`src/rtl/rgb_pkg.sv`:
```
// Shared types and widths for the UART-to-RGB byte unpacker.
// Wire byte order is R, G, B; each pixel is three bytes.
package rgb_pkg;

  localparam int BYTE_W  = 8;
  localparam int PIXEL_W = 24;

  typedef enum logic [1:0] {
    PH_R = 2'd0,
    PH_G = 2'd1,
    PH_B = 2'd2
  } phase_e;

  function automatic logic [PIXEL_W-1:0] packPixel(
    input logic [BYTE_W-1:0] red,
    input logic [BYTE_W-1:0] green,
    input logic [BYTE_W-1:0] blue
  );
    return {red, green, blue};
  endfunction

endpackage

```
`src/rtl/rgb_unpack_idle_timer.sv`:
```
// Idle-cycle counter: counts while enabled, and pulses o_expire on the enabled cycle
// where the count has reached timeout_cycles_p-1.
module idle_timer #(
  parameter int timeout_cycles_p = 4096
) (
  input  logic i_clk,
  input  logic i_reset,
  input  logic i_clear,
  input  logic i_enable,
  output logic o_expire
);

  localparam int CountW = (timeout_cycles_p > 1) ? $clog2(timeout_cycles_p) : 1;
  localparam logic [CountW-1:0] LastCount = CountW'(timeout_cycles_p - 1);

  logic [CountW-1:0] r_count;

  assign o_expire = i_enable && (r_count == LastCount);

  // Expiry restarts the count so a stuck enable cannot wrap past the limit.
  always_ff @(posedge i_clk or posedge i_reset) begin
    if (i_reset) begin
      r_count <= '0;
    end else if (i_clear || o_expire) begin
      r_count <= '0;
    end else if (i_enable) begin
      r_count <= r_count + CountW'(1);
    end
  end

endmodule

```
`src/rtl/rgb_unpack.sv`:
```
// Assembles UART bytes (R, G, B order) into 24-bit pixels with a valid/ready output,
// end-of-line marking, and discard of partial pixels abandoned for too long.
module rgb_unpack
  import rgb_pkg::*;
#(
  parameter int linewidth_px_p   = 480,
  parameter int timeout_cycles_p = 4096
) (
  input  logic              clk_i,
  input  logic              reset_i,
  input  logic              valid_i,
  input  logic [BYTE_W-1:0] data_i,
  output logic              ready_o,
  output logic              valid_o,
  output logic [BYTE_W-1:0] red_o,
  output logic [BYTE_W-1:0] green_o,
  output logic [BYTE_W-1:0] blue_o,
  output logic              last_o,
  input  logic              ready_i,
  output logic [7:0]        drop_count_o
);

  localparam int ColW = (linewidth_px_p > 1) ? $clog2(linewidth_px_p) : 1;
  localparam logic [ColW-1:0] LastCol = ColW'(linewidth_px_p - 1);

  phase_e              r_phase;
  phase_e              w_phaseNext;
  logic [BYTE_W-1:0]   r_holdRed;
  logic [BYTE_W-1:0]   r_holdGreen;
  logic [PIXEL_W-1:0]  r_pixel;
  logic                r_valid;
  logic                r_last;
  logic [ColW-1:0]     r_col;
  logic [7:0]          r_dropCount;

  logic                w_accept;
  logic                w_outFire;
  logic                w_loadPixel;
  logic                w_expire;
  logic                w_timerClear;
  logic                w_timerEnable;
  logic [ColW-1:0]     w_colInc;
  logic [ColW-1:0]     w_loadCol;

  // Only the B byte needs output space; R and G go to holding registers.
  assign ready_o     = (r_phase != PH_B) || !r_valid || ready_i;
  assign w_accept    = valid_i && ready_o;
  assign w_outFire   = r_valid && ready_i;
  assign w_loadPixel = w_accept && (r_phase == PH_B);

  assign w_timerClear  = w_accept || (r_phase == PH_R);
  assign w_timerEnable = (r_phase != PH_R) && !w_accept;

  assign w_colInc  = (r_col == LastCol) ? '0 : r_col + ColW'(1);
  assign w_loadCol = w_outFire ? w_colInc : r_col;

  assign valid_o                  = r_valid;
  assign {red_o, green_o, blue_o} = r_pixel;
  assign last_o                   = r_last;
  assign drop_count_o             = r_dropCount;

  idle_timer #(
    .timeout_cycles_p(timeout_cycles_p)
  ) u_idleTimer (
    .i_clk    (clk_i),
    .i_reset  (reset_i),
    .i_clear  (w_timerClear),
    .i_enable (w_timerEnable),
    .o_expire (w_expire)
  );

  always_ff @(posedge clk_i or posedge reset_i) begin
    if (reset_i) begin
      r_phase <= PH_R;
    end else begin
      r_phase <= w_phaseNext;
    end
  end

  // Expiry is only possible when no byte is accepted, so an arriving byte always wins.
  always_comb begin
    w_phaseNext = r_phase;
    case (r_phase)
      PH_R: if (w_accept) w_phaseNext = PH_G;
      PH_G: begin
        if (w_accept)      w_phaseNext = PH_B;
        else if (w_expire) w_phaseNext = PH_R;
      end
      PH_B: begin
        if (w_accept)      w_phaseNext = PH_R;
        else if (w_expire) w_phaseNext = PH_R;
      end
      default: w_phaseNext = PH_R;
    endcase
  end

  always_ff @(posedge clk_i or posedge reset_i) begin
    if (reset_i) begin
      r_holdRed   <= '0;
      r_holdGreen <= '0;
    end else if (w_accept && (r_phase == PH_R)) begin
      r_holdRed <= data_i;
    end else if (w_accept && (r_phase == PH_G)) begin
      r_holdGreen <= data_i;
    end else if (w_expire) begin
      r_holdRed   <= '0;
      r_holdGreen <= '0;
    end
  end

  // A pixel loaded during a handshake takes the column after the one leaving.
  always_ff @(posedge clk_i or posedge reset_i) begin
    if (reset_i) begin
      r_pixel <= '0;
      r_last  <= 1'b0;
      r_valid <= 1'b0;
    end else if (w_loadPixel) begin
      r_pixel <= packPixel(r_holdRed, r_holdGreen, data_i);
      r_last  <= (w_loadCol == LastCol);
      r_valid <= 1'b1;
    end else if (w_outFire) begin
      r_valid <= 1'b0;
    end
  end

  always_ff @(posedge clk_i or posedge reset_i) begin
    if (reset_i) begin
      r_col <= '0;
    end else if (w_outFire) begin
      r_col <= w_colInc;
    end
  end

  always_ff @(posedge clk_i or posedge reset_i) begin
    if (reset_i) begin
      r_dropCount <= '0;
    end else if (w_expire && (r_dropCount != 8'hFF)) begin
      r_dropCount <= r_dropCount + 8'd1;
    end
  end

endmodule

```
`config.mk`:
```
export PLATFORM = sky130hd
export DESIGN_NAME = rgb_unpack
export DESIGN_NICKNAME = d
export VERILOG_FILES = /design/src/rtl/rgb_pkg.sv /design/src/rtl/rgb_unpack_idle_timer.sv /design/src/rtl/rgb_unpack.sv
export SDC_FILE = /design/constraint.sdc
export NUM_CORES = 1
export LEC_CHECK = 0
export CORE_MARGIN = 4
export CORE_UTILIZATION = 39
export DETAILED_ROUTE_END_ITERATION = 10
export GPL_TIMING_DRIVEN = 0
export SYNTH_ARGS = -nofsm -noshare
export SYNTH_HDL_FRONTEND = slang
export SYNTH_SLANG_ARGS = --single-unit
export TNS_END_PERCENT = 30
```
`constraint.sdc`:
```
create_clock -name clk_i -period 3.29 [get_ports clk_i]
set_input_delay 0.658 -clock clk_i [delete_from_list [all_inputs] [get_ports clk_i]]
set_output_delay 0.658 -clock clk_i [all_outputs]
set_load 0.02 [all_outputs]
```
======== After elaboration in Yosys (flattened, before gate mapping) ========
Cells that the tools add are included.
storage, ports and cells
  flip-flop bits (word level) ............. 73
  input port bits ......................... 12
  output and inout bits ................... 35
  word-level logic and storage cells ...... 59
cells by class
  add/subtract/negate cells ............... 3
  equality and inequality tests ........... 9
  multiplexer cells ....................... 15
  bitwise operators ....................... 1
  reductions and logical operators ........ 22
operators with widths
  cell                     number
  $mux W8                  4
  $mux W12                 2
  $eq A9 B9 Y1 const B     2
  $mux W9                  2
  $add A12 B1 Y12 const B  1
  $eq A12 B12 Y1 const B   1
  $reduce_bool A2 Y1       5
  $add A9 B1 Y9 const B    1
  $add A8 B1 Y8 const B    1
  $logic_and A1 B1 Y1      8
  $mux W2                  4
  $ne A8 B8 Y1 const B     1
  $ne A2 B2 Y1 const B     3
  $pmux W2 S3              1
  $logic_or A1 B1 Y1       4
  $reduce_and A2 Y1        2
  $eq A2 B1 Y1 const B     1
  $eq A2 B2 Y1 const B     1
  $logic_not A1 Y1         2
  $logic_not A2 Y1         1
  $mux W1                  2
  $not A1 Y1               1

======== Depth between registers and ports, before layout ========
  depth in word-level cells ............... 10
  gate-level depth with buffers ........... 7
  depth with buffers taken out ............ 6

======== Cells and area by module ========
From an unflattened synthesis, not the netlist that was laid out.
unflattened totals
  cell total of the unflattened synthesis .. 253
  area, all modules ....................... 3254.4 µm²
modules (own cells, without submodules)
  module      times used  cells each  area an instance (µm²)  seq. area each (µm²)
  rgb_unpack  1           197         2656.3                  1526.5
  idle_timer  1           56          598.1                   300.3

======== Worst setup path after synthesis ========
Ideal clock, no wire load.
  path kind ............................... register -> register
  from .................................... register r_dropCount[0] (netlist: drop_count_o[0])
  to ...................................... register r_dropCount[1] (netlist: drop_count_o[1])
  library setup time ...................... 0.125 ns
  data arrival time ....................... 1.652 ns
  required time ........................... 3.165 ns
  slack ................................... 1.513 ns
  stages on the path, launching flop included .. 6
  clock period less this slack ............ 1.777 ns
  cell sequence ........................... dfrtp_1 > ha_1 > and3_1 > and3_1 > nor3_4 > mux2_2
on the way
  word-level cells in the longest chain between the ends .. 2
  elaborated cells between the ends (all ways) .. 3
  those cells by class .................... add/sub: 1; eq/ne: 1; reduce/logical: 1
ends and longest elaborated chain
  element                                                RTL line           RTL
  start, declared                                        rgb_unpack.sv:34   logic [7:0] r_dropCount;
  start signal, assigned                                 rgb_unpack.sv:138  r_dropCount <= r_dropCount + 8'd1;
  branches (longest 2 deep; another with $add A8 B1 Y8)  n/a
Parallel ways; which one is timed is not known.
A chain may end at the register's enable or synchronous reset.

======== Worst setup path after layout ========
  from .................................... input port ready_i
  to ...................................... output port ready_o
on the way
  word-level cells in the longest chain between the ends .. 1
ends and longest elaborated chain
  element             RTL line          RTL
  start, declared     rgb_unpack.sv:19  input logic ready_i,
  $logic_or A1 B1 Y1  rgb_unpack.sv:46  assign ready_o = (r_phase != PH_B) || !r_valid || ready_i;
  end, declared       rgb_unpack.sv:13  output logic ready_o,
Every way passes these cells.

==> results by group <==
Critical path
  • Max stage delay cell, worst path: clkdlybuf4s50_1
  • Worst Setup Start Kind: input port
  • Delay-heaviest family, CP: buffers and inverters
  • WP data required: 2.63 ns
  • CP max stage delay: 0.62 ns
  • Peak fanout along the critical path: 8
  • R2r startpoint: u_idleTimer.r_count[0]
  • WS Path Type: input port to output pin
  • CP endpoint kind: output pin
  • Worst Path Arrival: 2.23 ns
  • Worst path bufs/invs: 2
  • CP Cell Sequence: clkdlybuf4s50_1 > nand2b_1 > nand2b_1 > clkdlybuf4s50_1
  • Critical Path Start: ready_i

Global routing
  • Initial antenna violation count: 0
  • Largest net degree at the start of global routing: 44
  • Overall Global Routing Usage: 0.141
  • Total grt overflow: 0
  • First-pass GRT wire length: 10900 um
  • Vias in the first global route: roughly 2200

Routing
  • Pre-Repair DR Iteration Count: 4
  • ANT nets after route: 0
  • Final wirelength: about 6300 um
  • Initial drt markers: 57
  • Routed len/inst: 15.1 um
  • Post-route DRC: 0
  • DR vias/cell: between 5 and 6
  • Vias post-DR: about 2100

Yosys
  • Synthesized cell area: ~3200 um2
  • Main synth FF type: dfrtp_1
  • Post-synth EDFFs: 0
  • Post-synthesis async set-or-reset flop share: 1.00
  • Mapped Cells: approximately 250
  • Cell variety after synth: 43
  • Synth Net Count: ~270
  • Avg Cell Area, Syn: approximately 13 um2
  • Yosys reg bits: 73
  • Post-synthesis sequential area ratio: 0.577
  • Synth Warn #: 0

Clock network
  • CTS hold repair buffers: 0
  • Post-CTS setup buffer count: 0
  • CTS Buffer Depth: 2
  • CTS tree: done
  • Clk slew on worst S/H paths: 0.08 ns
  • Number of buffers created by CTS: 9
  • Clk Latency, worst-skew pair: 0.34 ns
  • CTS resizes: 0
  • H-tree depth: 3
  • TritonCTS Sinks: 73
  • Root Driver: clkbuf_8

STA
  • Number of setup violations in the final report: 0
  • Final Hold Fails: 0
  • Relative slew slack: 0.455
  • Worst setup margin: 0.397 ns
  • F_max: 346 MHz
  • RSZ-0062 raised after global routing: false
  • Max Slew Vio Count: 0
  • Final Cycle Share: 0.879
  • Min Tclk post-route: 2.89 ns
  • Slew @ Worst Pin: 0.815 ns
  • Setup Skew: 0.00846 ns

Placement
  • GP Congestion: 0.774
  • DP Wirelength: roughly 4400 um
  • DP Worst Slack: 0.404 ns
  • IO buf count: 46
  • Placement Cell Area: 3780 um2

Min path
  • Hold path startpoint: drop_count_o[6]
  • Tightest Hold Check Type: flop to flop

Floorplanning
  • Die Height: between 90 and 100 um
  • Die width: 98.1 um
  • Die area: 9630 um2
  • Starting Density: 0.406
  • Std cell rows: 32
  • Ports: 47
  • Core area: 7810 um2

Run status
  • Status: finished, final reports clean

Final layout
  • Final nets: 324
  • # diodes: 0
  • FILL cells: 713
  • P&R area growth vs syn: 24.9%
  • Finished Cell Area: 3960 um2
  • Fraction of layout cells with a size suffix above 1: 0.197
  • Fin util: 0.507

Power and ir drop
  • PD cells: 761 nW/um2
  • Pleak: 1.75 nW
  • Peak VDD IR: 0.455 mV
  • Design Power: 3.01 mW

Flow run
  • Max Cap Violations: 0
==> power breakdown <==
part	internal [mW]	switching (mW)
combinational	0.532	0.501
clock	0.278	0.350
sequential	1.17	0.177
==> final cells by class <==
cell class | instances | area, um2 | share of cell area
multi-input combinational | 168 | 1280 | 0.325
buffer | 7 | 45.0 | 0.0114
timing repair buffer | 47 | 480 | 0.121
sequential | 73 | 1830 | 0.462
tap | 102 | 128 | 0.0323
inverter | 3 | 13.8 | 0.00348
clock buffer | 9 | 124 | 0.0313
clock inverter | 7 | 53.8 | 0.0136
==> Yosys cell counts (2+ instances only) <==
library cell	instances	area share
a21oi_1	2	0.0032
a22o_1	16	0.044
and2_1	2	0.0039
and3_1	5	0.0099
and4_1	2	0.0055
buf_2	3	0.0047
buf_4	2	0.0047
dfrtp_1	73	0.58
ha_1	3	0.012
inv_1	3	0.0036
mux2_2	26	0.092
nand2_1	16	0.019
nand2b_1	5	0.0099
nand3_1	8	0.013
nand4_1	8	0.016
nand4b_1	2	0.0055
nor2_1	23	0.027
nor2b_1	2	0.0039
nor3_1	3	0.0047
o21ai_0	4	0.0063
xnor2_1	11	0.030
xor2_1	11	0.030
==> worst paths after layout <==
path	end	slack, ns	cells past startpoint
min	drop_count_o[6]	0.49	1
min reg2reg	drop_count_o[6]	0.49	1
max in group asynchronous	r_holdRed[3]	2.08	3
max reg2reg	r_holdRed[3]	1.28	6
max	ready_o	0.40	4
min in group asynchronous	r_pixel[7]	0.66	2
==> kinds of logic (layout without fill, tap and decap cells) <==
| group | count (synthesis) | after routing | synth area share |
|---|---|---|---|
| AOI/OAI and AO/OA | 32 | 32 | 0.0814 |
| xor gates and xnor gates | 22 | 22 | 0.0608 |
| adders and majority gates | 3 | 3 | 0.0118 |
| buffers and inverters | 10 | 73 | 0.0178 |
| DFF | 73 | 73 | 0.577 |
| muxes | 26 | 26 | 0.0924 |
| and+or+nand+nor | 85 | 85 | 0.159 |
==> sequential cells by signal (all words and copies together), names as in the netlist <==
name / cells
r_holdGreen: 8
last_o: 1
valid_o: 1
r_pixel: 24
drop_count_o: 8
r_holdRed: 8
u_idleTimer.r_count: 12
r_phase: 2
r_col: 9
==> placed cells by master, fill, tap and decap left out, types with 3 or more instances in the layout <==
| cell | instances |
|---|---|
| a22o_1 | 16 |
| and3_1 | 5 |
| buf_2 | 3 |
| clkbuf_8 | 9 |
| clkdlybuf4s50_1 | 46 |
| clkinvlp_4 | 3 |
| dfrtp_1 | 73 |
| ha_1 | 3 |
| mux2_2 | 26 |
| nand2_1 | 16 |
| nand2b_1 | 5 |
| nand3_1 | 8 |
| nand4_1 | 8 |
| nor2_1 | 23 |
| nor3_1 | 3 |
| o21ai_0 | 4 |
| xnor2_1 | 11 |
| xor2_1 | 11 |
==> metrics by stage <==
step	instances	TNS [ns]	hold WS, ns
finish	416	0	0.493
global route	416	0	0.510
CTS	416	0	0.499
detailed placement	400	0	0.478
global placement	399	-34.15	0.473
floorplan	251	0	0.446
==> routing by layer <==
layer,track usage,vias up,share of wire
met3,0.0557,10,0.058
li1,-,1012,-
met5,0,-,0
met4,0.0336,0,0.013
met1,0.190,1041,0.46
met2,0.215,51,0.47
Note: power is estimated with default switching activity, not from simulation.
